==> src/rtl/hazard_scoreboard_pkg.sv <==
// Shared constants, types and latency clamp for the decode hazard scoreboard.
package scoreboard_pkg;

    localparam int NUM_REGS = 32;
    localparam int MAX_LAT  = 6;
    localparam int LAT_W    = $clog2(MAX_LAT + 1);
    localparam int REG_W    = $clog2(NUM_REGS);

    typedef logic [LAT_W-1:0] lat_t;
    typedef logic [REG_W-1:0] reg_idx_t;

    function automatic lat_t sat_lat(input lat_t lat);
        return (int'(lat) > MAX_LAT) ? lat_t'(MAX_LAT) : lat;
    endfunction

endpackage

==> src/rtl/hazard_scoreboard_if.sv <==
// Decode-stage <-> scoreboard signals; decode is the master, scoreboard the slave.
interface hazard_scoreboard_if;
    import scoreboard_pkg::*;

    logic                Hold;
    logic                ID_valid;
    reg_idx_t            ID_rs;
    reg_idx_t            ID_rt;
    logic                ID_uses_rs;
    logic                ID_uses_rt;
    logic                ID_RegWrite;
    reg_idx_t            ID_WriteRegister;
    lat_t                ID_latency;
    logic                ID_stall;
    logic                ID_issue;
    logic [NUM_REGS-1:0] pending_mask;

    modport master (
        output Hold, ID_valid, ID_rs, ID_rt, ID_uses_rs, ID_uses_rt,
               ID_RegWrite, ID_WriteRegister, ID_latency,
        input  ID_stall, ID_issue, pending_mask
    );

    modport slave (
        input  Hold, ID_valid, ID_rs, ID_rt, ID_uses_rs, ID_uses_rt,
               ID_RegWrite, ID_WriteRegister, ID_latency,
        output ID_stall, ID_issue, pending_mask
    );

endinterface

==> src/rtl/hazard_scoreboard_entry.sv <==
// One per-register countdown: decrements to zero, loads by max rule, freezes on hold.
module scoreboard_entry
    import scoreboard_pkg::*;
(
    input  logic Clk,
    input  logic Rst_n,
    input  logic hold,
    input  logic load,
    input  lat_t lat,
    output lat_t cnt
);

    lat_t dec;

    assign dec = (cnt == '0) ? '0 : cnt - lat_t'(1);

    // A younger, shorter write must never shorten an older pending count.
    always_ff @(posedge Clk) begin
        if (!Rst_n) begin
            cnt <= '0;
        end else if (!hold) begin
            cnt <= (load && (lat > dec)) ? lat : dec;
        end
    end

endmodule

==> src/rtl/hazard_scoreboard.sv <==
// Decode hazard scoreboard: per-register countdowns, stall/issue, pending mask.
// Optional stall statistics counter enabled by SCOREBOARD_STATS_EN.
module hazard_scoreboard
    import scoreboard_pkg::*;
(
    input  logic                Clk,
    input  logic                Rst_n,
    hazard_scoreboard_if.slave  sb
`ifdef SCOREBOARD_STATS_EN
    ,
    output logic [31:0]         stall_cycles
`endif
);

    logic [NUM_REGS-1:0] pending;
    lat_t                lat_sat;
    logic                wr_en;

    assign lat_sat = sat_lat(sb.ID_latency);

    // Register 0 is hard-wired zero and never tracked.
    assign pending[0] = 1'b0;

    for (genvar r = 1; r < NUM_REGS; r++) begin : g_entry
        lat_t cnt_r;

        scoreboard_entry u_entry (
            .Clk   (Clk),
            .Rst_n (Rst_n),
            .hold  (sb.Hold),
            .load  (wr_en && (sb.ID_WriteRegister == reg_idx_t'(r))),
            .lat   (lat_sat),
            .cnt   (cnt_r)
        );

        assign pending[r] = (cnt_r != '0);
    end

    // Stall looks at the pre-edge counters, so a self-dependent instruction waits only on older writers.
    assign sb.ID_stall     = sb.ID_valid &&
                             ((sb.ID_uses_rs && pending[sb.ID_rs]) ||
                              (sb.ID_uses_rt && pending[sb.ID_rt]));
    assign sb.ID_issue     = sb.ID_valid && !sb.ID_stall && !sb.Hold;
    assign wr_en           = sb.ID_issue && sb.ID_RegWrite;
    assign sb.pending_mask = pending;

`ifdef SCOREBOARD_STATS_EN
    always_ff @(posedge Clk) begin
        if (!Rst_n) begin
            stall_cycles <= '0;
        end else if (sb.ID_stall && !sb.Hold && (stall_cycles != 32'hFFFF_FFFF)) begin
            stall_cycles <= stall_cycles + 32'd1;
        end
    end
`endif

endmodule

==> src/flat_wrapper.sv <==
// flat-port wrapper written by rule: the top's interface ports become plain ports
module hazard_scoreboard_flat import scoreboard_pkg::*;
  (Clk, Rst_n, sb_Hold, sb_ID_valid, sb_ID_rs, sb_ID_rt, sb_ID_uses_rs, sb_ID_uses_rt, sb_ID_RegWrite, sb_ID_WriteRegister, sb_ID_latency, sb_ID_stall, sb_ID_issue, sb_pending_mask);
  hazard_scoreboard_if sb_i ();
  input  logic Clk;
  input  logic Rst_n;
  input wire logic [$bits(sb_i.Hold)-1:0] sb_Hold;
  input wire logic [$bits(sb_i.ID_valid)-1:0] sb_ID_valid;
  input wire logic [$bits(sb_i.ID_rs)-1:0] sb_ID_rs;
  input wire logic [$bits(sb_i.ID_rt)-1:0] sb_ID_rt;
  input wire logic [$bits(sb_i.ID_uses_rs)-1:0] sb_ID_uses_rs;
  input wire logic [$bits(sb_i.ID_uses_rt)-1:0] sb_ID_uses_rt;
  input wire logic [$bits(sb_i.ID_RegWrite)-1:0] sb_ID_RegWrite;
  input wire logic [$bits(sb_i.ID_WriteRegister)-1:0] sb_ID_WriteRegister;
  input wire logic [$bits(sb_i.ID_latency)-1:0] sb_ID_latency;
  output wire logic [$bits(sb_i.ID_stall)-1:0] sb_ID_stall;
  output wire logic [$bits(sb_i.ID_issue)-1:0] sb_ID_issue;
  output wire logic [$bits(sb_i.pending_mask)-1:0] sb_pending_mask;
  assign sb_i.Hold = sb_Hold;
  assign sb_i.ID_valid = sb_ID_valid;
  assign sb_i.ID_rs = sb_ID_rs;
  assign sb_i.ID_rt = sb_ID_rt;
  assign sb_i.ID_uses_rs = sb_ID_uses_rs;
  assign sb_i.ID_uses_rt = sb_ID_uses_rt;
  assign sb_i.ID_RegWrite = sb_ID_RegWrite;
  assign sb_i.ID_WriteRegister = sb_ID_WriteRegister;
  assign sb_i.ID_latency = sb_ID_latency;
  assign sb_ID_stall = sb_i.ID_stall;
  assign sb_ID_issue = sb_i.ID_issue;
  assign sb_pending_mask = sb_i.pending_mask;
  hazard_scoreboard u_core (.Clk(Clk), .Rst_n(Rst_n), .sb(sb_i));
endmodule
==> config.mk <==
export PLATFORM = sky130hd
export DESIGN_NAME = hazard_scoreboard_flat
export DESIGN_NICKNAME = d
export VERILOG_FILES = /design/src/rtl/hazard_scoreboard_pkg.sv /design/src/rtl/hazard_scoreboard_if.sv /design/src/rtl/hazard_scoreboard_entry.sv /design/src/rtl/hazard_scoreboard.sv /design/src/flat_wrapper.sv
export SDC_FILE = /design/constraint.sdc
export NUM_CORES = 1
export LEC_CHECK = 0
export CORE_ASPECT_RATIO = 1.75
export CORE_UTILIZATION = 44
export DETAILED_ROUTE_END_ITERATION = 7
export PLACE_DENSITY_LB_ADDON = 0.12
export RECOVER_POWER = 50
export SLEW_MARGIN = 20
export SYNTH_ARGS = -nofsm -noshare
export SYNTH_HDL_FRONTEND = slang
export SYNTH_SLANG_ARGS = --single-unit
==> constraint.sdc <==
create_clock -name Clk -period 4.27 [get_ports Clk]
set_clock_uncertainty 0.15 [all_clocks]
set_input_delay 0.6405 -clock Clk [delete_from_list [all_inputs] [get_ports Clk]]
set_output_delay 0.6405 -clock Clk [all_outputs]
set_load 0.005 [all_outputs]
==> reports/summary.txt <==
Ys flop type: dfxtp_1
DPL Wire Length: 22,900 um
Fin cells: 1,468
Synth cell count leaders: o21ai_0 (124), nor2_1 (114), dfxtp_1 (93), ha_1 (93), nand2_1 (70)
Sequential share of the synthesized area: 21.3%
Share of cells above drive strength 1: 8.16%
Setup Viol. Count Final: 0
TritonCTS buffer count: 9
Outcome: completed
Wire per inst: 22.2 um
Worst hold slack: 0.350 ns
Static leakage: 3.97 nW
First-pass GRT wire length: 51,300 um
Biggest register: u_core.g_entry.u_entry.cnt
Post-layout util: 51.8%
Top achievable clock speed: 0.245 GHz
Reg-to-reg critical path endpoint: u_core.g_entry[27].u_entry.cnt[1]
Synth top area share: 21.3%
Min cycle time layout: 4.08 ns
Largest net degree at the start of global routing: 93
Port Buffers: 57
Hold Vio Cnt, Final: 0
Req. time, crit path: 3.48 ns
Rel. slew slack: 5.96%
Max-capacitance violation count: 0
Initial antenna violation count: 1
Deepest clock path buffer count: 2
Worst-path clk slew: 0.07 ns
Die height: 188 um
Biggest regs: u_core.g_entry.u_entry.cnt (93)
Crit. End Element: output pin
Post-synthesis cell type count: 63
Residual DRC: 0
Die footprint: 20,400 sq um
FF+latch count, synth: 93
Total track usage: 33.2%
Most common cell in the netlist: o21ai_0
Power per Cell Area: 285 nW/um^2
Hold Startpoint: u_core.g_entry[30].u_entry.cnt[1]
Warning count from the yosys run: 0
Post-route ant nets: 0
TNS Setup: 0 ns
# clock sinks: 93
Worst R2R Start: u_core.g_entry[30].u_entry.cnt[0]
Setup Fix Bufs, Post-CTS: 0
PostCTS Resize Cnt: 0
Worst setup margin: 0.189 ns
Measured slew at the worst slew-check pin: 1.41 ns
I/O pin count: 59
DRT iter0 DRCs: 510
Worst min path class: reg -> reg
Gpl congestion: 0.957
RSZ-0062 raised after global routing: false
Vias per cell: 6.57
R2r setup slk: 0.58 ns
Row count: 67
Pre-CTS setup slack: 0.109 ns
Worst EP arrival: 3.29 ns
Period utilisation layout: 95.6%
Vias: 9,643
Syn Inst Count: 1,165
TritonCTS clock tree: done
1st-pass router iterations: 4
Post-synth ARST share: 0%
Mapped Area: 8740 sq um
Synth-to-Final Area Change: 14.4%
VDD IR max: 0.156 mV
Starting Density: 45.3%
Total power: 2.85 mW
Post-Route WL: 32,600 um
Area of the core: 19,300 sq um
Multi-input gate area: 6460 sq um
FF/Latch Area: 1860 sq um
H-tree level count: 3
Root buf cell: clkbuf_16
Placed cell count: 1,451
Syn Area/Cell: 7.50 sq um
Max Slew Vio Count: 0
Die Span X: 109 um
Max reg flops: 93
Crit Path Category: reg -> out
Number of global-route vias before repair: 9,425
Skew-Pair Late Insertion Delay: 0.38 ns
Synth area leaders: dfxtp_1 (21%), ha_1 (13%), o21ai_0 (7.1%)
Syn Nets: 1,283
Post-synth EDFFs: 0
Placed inst area: 9750 sq um
GRT overflow: 0
Worst setup SP type: register
Design Area, Final: 10000 sq um
Fin nets: 1,339
Hold_buf cts: 0
Worst-path fanout max: 7
Layout fillers: 1,971
Worst reg2reg path depth: 10
Largest area contributor in the netlist: dfxtp_1
Hold path endpoint: u_core.g_entry[30].u_entry.cnt[1]
Worst hold stages: 2
[kinds of logic after synthesis]
group	count (synthesis)	share of synthesized area, %
other	1	0.0429
flip-flops	93	21.3
multiplexers	31	4.07
buffers and inverters	103	4.65
AO/OA/AOI/OAI	381	28.5
AND/OR/NAND/NOR	463	28.1
adder cells (fa/ha/maj)	93	13.3
[worst max-delay path by stage]
stage | from | endpoint | cells after the start
6_report | u_core.g_entry[30].u_entry.cnt[0] | sb_ID_issue | 9
5_1_grt | u_core.g_entry[30].u_entry.cnt[0] | sb_ID_issue | 9
4_1_cts | sb_ID_rs[2] | sb_ID_issue | 9
3_5_place_dp | sb_ID_rs[2] | u_core.g_entry[27].u_entry.cnt[1] | 10
3_3_place_gp | sb_ID_rs[2] | sb_ID_issue | 9
2_1_floorplan | sb_ID_rs[2] | sb_ID_issue | 9
[cell type report]
type,count,area share [%]
Antenna cell,1,0.0250
Clock buffer,9,2.25
Clock inverter,7,0.814
Inverter,40,1.50
Multi-Input combinational cell,969,64.6
Sequential cell,93,18.6
Tap cell,241,3.02
Timing Repair Buffer,108,9.16
[cell usage in the layout (no fill, tap or decap), types with 20 or more instances in the layout]
| cell type | netlist | final |
|---|---|---|
| dfxtp_1 | 93 | 93 |
| dlygate4sd3_1 | 0 | 20 |
| and2_1 | 28 | 27 |
| a211oi_1 | 46 | 46 |
| nor2b_1 | 40 | 40 |
| and3_1 | 20 | 20 |
| o211ai_1 | 31 | 31 |
| buf_4 | 1 | 40 |
| o21a_1 | 27 | 27 |
| clkdlybuf4s50_1 | 0 | 30 |
| nor2_1 | 114 | 111 |
| a31oi_1 | 27 | 27 |
| ha_1 | 93 | 93 |
| a21oi_1 | 53 | 53 |
| nand2_1 | 70 | 70 |
| nor3_1 | 59 | 58 |
| inv_1 | 39 | 38 |
| nand3_1 | 40 | 40 |
| o21ai_0 | 124 | 124 |
[metal layers]
layer / up-vias / global-route usage [%] / routed length, um
met2: 365 / 56.7 / 16300
met1: 4633 / 37.7 / 12400
li1: 4534 / - / -
met4: 0 / 21.2 / 1850
met3: 111 / 4.98 / 2010
met5: - / 0 / 0
[worst max-delay path: stages, from the launching register on]
cell and delay [ns]:
dfxtp_1 0.37, nor3_1 0.21, clkbuf_1 0.33, a2111oi_0 0.17
nor4_1 0.39, nand3_1 0.18, or3_1 0.41, nor2_1 0.18
and3_1 0.19, clkdlybuf4s50_1 0.49
[report_power, final]
group | internal, mW | leakage [nW] | switching (mW) | total (mW)
logic | 0.383 | 3.06 | 0.570 | 0.954
clock network | 0.465 | 0.147 | 0.420 | 0.885
registers | 0.925 | 0.764 | 0.0874 | 1.01
total | 1.77 | 3.97 | 1.08 | 2.85
No activity file was read; power rests on OpenSTA's default activity.
